[config.mk]
export PLATFORM = sky130hd
export DESIGN_NAME = frl_alloc_ctrl
export DESIGN_NICKNAME = d
export VERILOG_FILES = /design/src/rtl/frl_alloc_ctrl.sv
export SDC_FILE = /design/constraint.sdc
export NUM_CORES = 1
export LEC_CHECK = 0
export ABC_AREA = 1
export CORE_UTILIZATION = 25
export DETAILED_ROUTE_END_ITERATION = 8
export HOLD_SLACK_MARGIN = 0.15
export PLACE_DENSITY = 0.52
export SYNTH_ARGS = -nofsm -noshare
export SYNTH_HDL_FRONTEND = slang
export SYNTH_SLANG_ARGS = --single-unit
[constraint.sdc]
create_clock -name clk -period 13.4 [get_ports clk]
set_input_delay 2.68 -clock clk [delete_from_list [all_inputs] [get_ports clk]]
set_output_delay 2.68 -clock clk [all_outputs]
set_load 0.005 [all_outputs]
[src/rtl/frl_alloc_ctrl.sv]
// Free register list sequencer: compacted all-or-nothing rename grants, merged
// commit/squash free buffering with FRL drain, and flush/drain allocation blocking.
module frl_alloc_ctrl #(
  parameter int NUM_PHYS_REGS = 128,
  parameter int ALLOC_W       = 4,
  parameter int FREE_W        = 4,
  parameter int COMMIT_W      = 4,
  parameter int FBUF_DEPTH    = 16,
  localparam int PREG_W       = $clog2(NUM_PHYS_REGS),
  localparam int CNT_W        = $clog2(FBUF_DEPTH) + 1
) (
  input  logic                         clk,
  input  logic                         rst,
  input  logic [ALLOC_W-1:0]           alloc_req_valid_in,
  output logic                         alloc_grant_out,
  output logic [ALLOC_W*PREG_W-1:0]    alloc_pregs_out,
  input  logic                         frl_valid_in,
  input  logic [ALLOC_W*PREG_W-1:0]    frl_regs_in,
  output logic [ALLOC_W-1:0]           frl_acquire_ready_out,
  output logic [FREE_W-1:0]            frl_free_valid_out,
  output logic [FREE_W*PREG_W-1:0]     frl_free_regs_out,
  input  logic [COMMIT_W-1:0]          commit_free_valid_in,
  input  logic [COMMIT_W*PREG_W-1:0]   commit_free_regs_in,
  output logic                         commit_free_ready_out,
  input  logic [COMMIT_W-1:0]          squash_free_valid_in,
  input  logic [COMMIT_W*PREG_W-1:0]   squash_free_regs_in,
  output logic                         squash_free_ready_out,
  input  logic                         flush_in,
  input  logic                         flush_done_in,
  output logic [CNT_W-1:0]             fbuf_count_out,
  output logic [1:0]                   state_out,
  output logic                         proto_err_out
);

  localparam int PTR_W  = $clog2(FBUF_DEPTH);
  localparam int NSLOT  = 2 * COMMIT_W;
  localparam int SLOT_W = $clog2(NSLOT) + 1;
  localparam int AW     = $clog2(ALLOC_W) + 1;

  localparam logic [1:0] ST_RUN   = 2'd0;
  localparam logic [1:0] ST_FLUSH = 2'd1;
  localparam logic [1:0] ST_DRAIN = 2'd2;

  logic [1:0]        state_reg, state_next;
  logic [CNT_W-1:0]  count_reg, count_next, deq_cnt;
  logic [PTR_W-1:0]  rd_ptr_reg, wr_ptr_reg;
  logic              proto_err_reg, proto_err_next;
  logic [PREG_W-1:0] fbuf_mem [FBUF_DEPTH];
  logic [PREG_W-1:0] frl_regs [ALLOC_W];
  logic [PREG_W-1:0] in_regs  [NSLOT];
  logic [PREG_W-1:0] enq_data [NSLOT];
  logic [NSLOT-1:0]  in_valid;
  logic [SLOT_W-1:0] enq_cnt;
  logic [AW-1:0]     req_cnt;

  genvar gi;
  generate
    for (gi = 0; gi < ALLOC_W; gi++) begin : g_frl_unpack
      assign frl_regs[gi] = frl_regs_in[gi*PREG_W +: PREG_W];
    end
    for (gi = 0; gi < COMMIT_W; gi++) begin : g_src_unpack
      assign in_regs[gi]          = commit_free_regs_in[gi*PREG_W +: PREG_W];
      assign in_regs[COMMIT_W+gi] = squash_free_regs_in[gi*PREG_W +: PREG_W];
    end
    for (gi = 0; gi < FREE_W; gi++) begin : g_free_port
      assign frl_free_valid_out[gi]               = count_reg > CNT_W'(gi);
      assign frl_free_regs_out[gi*PREG_W +: PREG_W] = fbuf_mem[rd_ptr_reg + PTR_W'(gi)];
    end
  endgenerate

  assign alloc_grant_out = (state_reg == ST_RUN) && !flush_in && frl_valid_in;

  // Lane i takes the FRL entry whose index equals the number of requesting lanes below it.
  always_comb begin
    alloc_pregs_out       = '0;
    frl_acquire_ready_out = '0;
    req_cnt               = '0;
    for (int i = 0; i < ALLOC_W; i++) begin
      if (alloc_req_valid_in[i]) begin
        for (int s = 0; s < ALLOC_W; s++) begin
          if (alloc_grant_out && req_cnt == AW'(s)) begin
            alloc_pregs_out[i*PREG_W +: PREG_W] = frl_regs[s];
            frl_acquire_ready_out[s]            = 1'b1;
          end
        end
        req_cnt = req_cnt + AW'(1);
      end
    end
  end

  // Readies look only at registered occupancy, so a full-width enqueue always fits.
  assign commit_free_ready_out = count_reg <= CNT_W'(FBUF_DEPTH - COMMIT_W);
  assign squash_free_ready_out = count_reg <= CNT_W'(FBUF_DEPTH - NSLOT);
  assign in_valid = {squash_free_valid_in & {COMMIT_W{squash_free_ready_out}},
                     commit_free_valid_in & {COMMIT_W{commit_free_ready_out}}};

  always_comb begin
    enq_cnt = '0;
    for (int s = 0; s < NSLOT; s++) enq_data[s] = '0;
    for (int j = 0; j < NSLOT; j++) begin
      if (in_valid[j]) begin
        for (int s = 0; s < NSLOT; s++) begin
          if (enq_cnt == SLOT_W'(s)) enq_data[s] = in_regs[j];
        end
        enq_cnt = enq_cnt + SLOT_W'(1);
      end
    end
  end

  always_comb begin
    deq_cnt    = (count_reg >= CNT_W'(FREE_W)) ? CNT_W'(FREE_W) : count_reg;
    count_next = count_reg + CNT_W'(enq_cnt) - deq_cnt;
    proto_err_next = proto_err_reg
                   | (|commit_free_valid_in && !commit_free_ready_out)
                   | (|squash_free_valid_in && !squash_free_ready_out)
                   | (flush_done_in && state_reg != ST_FLUSH);
    state_next = state_reg;
    case (state_reg)
      ST_RUN:   if (flush_in) state_next = ST_FLUSH;
      ST_FLUSH: if (flush_done_in) state_next = ST_DRAIN;
      ST_DRAIN: begin
        if (flush_in)
          state_next = ST_FLUSH;
        else if (count_reg == '0 && !(|commit_free_valid_in) && !(|squash_free_valid_in))
          state_next = ST_RUN;
      end
      default:  state_next = ST_RUN;
    endcase
  end

  always_ff @(posedge clk) begin
    if (rst) begin
      state_reg     <= ST_RUN;
      count_reg     <= '0;
      rd_ptr_reg    <= '0;
      wr_ptr_reg    <= '0;
      proto_err_reg <= 1'b0;
    end else begin
      state_reg     <= state_next;
      count_reg     <= count_next;
      rd_ptr_reg    <= rd_ptr_reg + PTR_W'(deq_cnt);
      wr_ptr_reg    <= wr_ptr_reg + PTR_W'(enq_cnt);
      proto_err_reg <= proto_err_next;
    end
  end

  always_ff @(posedge clk) begin
    if (!rst) begin
      for (int s = 0; s < NSLOT; s++) begin
        if (SLOT_W'(s) < enq_cnt) fbuf_mem[wr_ptr_reg + PTR_W'(s)] <= enq_data[s];
      end
    end
  end

  assign fbuf_count_out = count_reg;
  assign state_out      = state_reg;
  assign proto_err_out  = proto_err_reg;

endmodule

**After elaboration in Yosys (flattened, before gate mapping)**

Memories as Yosys holds them, arrays and structs flattened. A register that Yosys moved wholly into a read port is not among the register bits.
Index checks and enable logic that the tools add are counted.

- Bits of input ports: 101
- Memory bits (writable): 112
- Word-level logic and storage cells: 292
- Register bits after elaboration: 16
- Output and inout port bits: 75
- Memories: 1

- Reduce and logical (&&, ||, !) cells: 39
- Bitwise gates (word level): 5
- Add/sub/neg operators: 23
- Magnitude comparators: 15
- Mux-type cells: 140
- Equal/unequal tests: 64

Memory list:

| memory | words | width | rd ports | clocked after memory_dff | wr ports | RTL line | RTL |
|---|---|---|---|---|---|---|---|
| fbuf_mem | 16 | 7 | 4 | 1 | 8 | 48 | `logic [PREG_W-1:0] fbuf_mem [FBUF_DEPTH];` |

Operator list:

| kind | count |
|---|---|
| 2-to-1 mux 7 bit | 74 |
| 2-to-1 mux 56 bit | 7 |
| equality test 4 x 3 -> 1 bit (second input constant) | 28 |
| equality test 4 x 2 -> 1 bit (second input constant) | 14 |
| 2-to-1 mux 4 bit | 11 |
| 2-to-1 mux 1 bit | 40 |
| adder 4 x 1 -> 4 bit (second input constant) | 9 |
| equality test 4 x 1 -> 1 bit (second input constant) | 7 |
| zero test 4 bit | 7 |
| logical AND 1 bit | 19 |
| equality test 3 x 2 -> 1 bit (second input constant) | 6 |
| adder 4 x 2 -> 4 bit (second input constant) | 4 |
| adder 4 x 3 -> 4 bit (second input constant) | 4 |
| less-than comparator 3 x 4 -> 1 bit (first input constant) | 4 |
| > comparator 5 x 1 -> 1 bit (second input constant) | 2 |
| > comparator 5 x 2 -> 1 bit (second input constant) | 2 |
| <= comparator 5 x 4 -> 1 bit (second input constant) | 2 |
| equality test 3 x 1 -> 1 bit (second input constant) | 3 |
| zero test 3 bit | 3 |
| adder 4 bit | 2 |
| AND 4 bit | 2 |
| less-than comparator 1 x 4 -> 1 bit (first input constant) | 2 |
| less-than comparator 2 x 4 -> 1 bit (first input constant) | 2 |
| 2-to-1 mux 2 bit | 4 |
| 18 further kinds | 28 |

**Longest topological paths before layout**

- Word-level depth: 21
- Gate-level depth with buffers: 48

**Least setup slack after synthesis**

OpenSTA, ideal clock, no wires.

- Path kind: input-to-reg
- Start: input commit_free_valid_in[1]
- End: memory fbuf_mem[5][0] (netlist bit) (enable)
- Stages on the path: 35
- Buffers on the path: 3
- Path slack: 4.513 ns
- Data required time: 13.069 ns
- Data arrival time: 8.557 ns
- Setup time: 0.331 ns
- Path through: inv_1 nor2_1 clkbuf_1 inv_1 ha_1 nand4_1 clkbuf_1 nand2_1 inv_1 ha_1 nand2_1 nand2_1 ha_1 or2_1 nand2_1 inv_1 ha_1 nand2_1 nand2_1 ha_1 or2_2 o21ai_2 inv_1 ha_1 or2_2 a21boi_1 nand3_1 o21ai_2 nand2_1 inv_2 nand2_1 buf_2 o211ai_1 nor2_1 nand3_1

RTL lines:

| item | RTL line | RTL |
|---|---|---|
| start, declared | 22 | `input logic [COMMIT_W-1:0] commit_free_valid_in,` |
| end, declared | 48 |  |

==> flow_summary.toml <==
[status]
status = "finished clean"

[place]
finalWeightedCongestion = 1.052
hpwl_microns = 111800
port-buffer-count = 175

[clock_network]
cts_root_buf = "clkbuf_16"
cts_tree = "done"
clkSlewWorstSetupHoldPaths_ns = 0.06
clock_latency_ns = 0.45
cts_made_buffers = 17
hold_buffers = 0
cts_htree_levels = 4
ctsLongestPathBuffers = 2
post_cts_buffers = 0
cts_sinks = 128
cts_resized = 0

[timing]
skew_ns = 0.01869
rsz0062_at_grt = "no"
tightest_slew_ns = 1.056
post-route-period-util_pct = 83.60
slew_violations = 0
final-hold-violation-count = 0
min_period_ns = 11.20
fin_tns_setup_ns = 0
max_slew_margin_pct = 29.45
fmax_ghz = 0.08927
finalSetupViolCount = 0

[drt]
ant_nets = 0
wl_microns = 144200
vias = 30753
viasPerCell = 5.511
drc = 0
initialDrtViolationCount = 4438
wire_per_inst_microns = 25.85
dr.pass1.iters = 8

[yosys]
synth_top_cell_area_share_pct = 23.82
synth.top_cells.by_area = "nand2_1 (24%), edfxtp_1 (14%), inv_1 (8.2%), nand3_1 (7.4%), o21ai_0 (6.9%)"
yosysSeqAreaShare_pct = 15.70
ys.flop_type = "edfxtp_1"
yosys_warnings = 0
synthCells = 4258
ys_async_sr_fraction_pct = 0
syn_nets = 4412
avgSynthCellArea_sq_um = 5.510
yosysUniqueCellTypes = 62
synth_top_area_cell = "nand2_1"
ys_seq_elements = 128
syn-cell-area_sq_um = 23460
synth-edff-count = 112

[floorplan]
die_area_sq_um = 95070
core_area_sq_um = 92360
die_h_microns = 308.3
num_rows = 111
io_pins = 176
die_w_microns = 308.3
initial_utilization_pct = 25.40

[layout]
most-common-layout-cells = "nand2_1 (1489), inv_1 (510), nand3_1 (346)"
mostFrequentLayoutCell = "nand2_1"
nets = 4471
drive_above_1_share_pct = 6.605
syn_to_final_growth_pct = 14.87
regMostFlops = "fbuf_mem"
largest_reg_flops = 112

[critical_path]
crit_type = "in -> reg"
path_max_fanout = 38
path_buf_inv = 8
crit_required_ns = 13.57
arrival_ns = 11.38
cp-start-kind = "input pin"
crit_path_end_kind = "flip-flop"
crit_slowest_cell = "a21boi_1"
cp_top_family = "simple AND/OR/NAND/NOR gates"
critPathMostFrequentCell = "nand2_1"
crit_path_max_incr_delay_ns = 0.83

[global_routing]
grt_max_degree = 65
grt_pass1_wl_microns = 203900
grt_pass1_vias = 27893
grt_usage_pct = 29.64
gr-total-overflow = 0
antenna_found_initial = 11

[min_path]
hold_class = "reg -> reg"

[flow_run]
cap_violations = 0
==> per-layer routing <==
metal	part of all wire, %	vias to the layer above	GRT usage [%]
met5	0.028	-	0
met3	10	327	6.411
met1	43	14530	40.47
met4	5.0	6	13.34
met2	42	1731	44.25
li1	-	14159	-
==> final cells by class <==
| class | count | area (sq um) |
|---|---|---|
| clock buffers | 19 | 432.9 |
| repair buffers | 232 | 2180 |
| well taps | 1243 | 1555 |
| multi-input cells | 3357 | 16790 |
| flip-flops and latches | 128 | 3689 |
| fillers | 10588 | 65410 |
| inverters | 581 | 2186 |
| diodes | 7 | 17.52 |
| clock inverters | 13 | 97.59 |
==> stage by stage <==
stage	instances	util [%]	hold slack [ns]	worst slack, ns	area (sq um)
floorplan	4258	-	0.4609	4.513	23460
global placement	5541	28.59	0.4696	1.980	26400
detailed placement	5541	28.59	0.4743	1.964	26400
CTS	5573	29.16	0.4899	2.430	26930
global route	5579	29.18	0.5325	1.538	26950
finish	5580	29.18	0.4822	2.198	26950
==> worst paths after layout <==
path / startpoint / end / slack [ns] / cells after the start
max: commit_free_valid_in[0] / fbuf_mem[4][0] / 2.20 / 36
min: proto_err_out / proto_err_out / 0.48 / 2
max reg2reg: fbuf_count_out[1] / fbuf_mem[4][0] / 4.37 / 38
min reg2reg: proto_err_out / proto_err_out / 0.48 / 2
==> logic make-up (layout without fill, tap and decap cells) <==
| kind of cell | Yosys count | in the layout | share of synthesized area, % |
|---|---|---|---|
| and+or+nand+nor | 2259 | 2259 | 41.17 |
| AOI/OAI and AO/OA | 939 | 939 | 22.79 |
| buffers and inverters | 773 | 845 | 12.91 |
| DFF | 128 | 128 | 15.70 |
| muxes | 96 | 96 | 4.096 |
| adders and majority gates | 53 | 53 | 2.923 |
| xor gates and xnor gates | 10 | 10 | 0.4054 |
| other | 0 | 7 | 0 |
==> Yosys cell counts, drive strengths merged (2+ instances only) <==
cell	count
buf	85
a311oi	18
mux2i	96
xor2	8
o311ai	4
clkinv	11
a21boi	2
o211ai	98
and3	14
nand3	358
o21bai	14
nor2	258
nor3	52
clkbuf	107
nand4	26
o221ai	3
o32ai	4
nor4	7
dfxtp	16
nand3b	5
ha	50
a21oi	187
o22ai	33
xnor2	2
a221oi	10
or2	9
fa	3
nand2	1529
a211oi	7
a31oi	41
edfxtp	112
o21ai	514
inv	570
==> worst register-to-register path, delay by kind of cell (launching register included) <==
kind                     cells  cell delay, ns
AO/OA/AOI/OAI                5            1.56
adder cells (fa/ha/maj)      6            1.63
buffers and inverters        7            1.27
flip-flops                   1            0.37
AND/OR/NAND/NOR             20            3.96
Power is not shown: default switching activity piles up to over one toggle a cycle in this logic, so the estimate is an artifact.
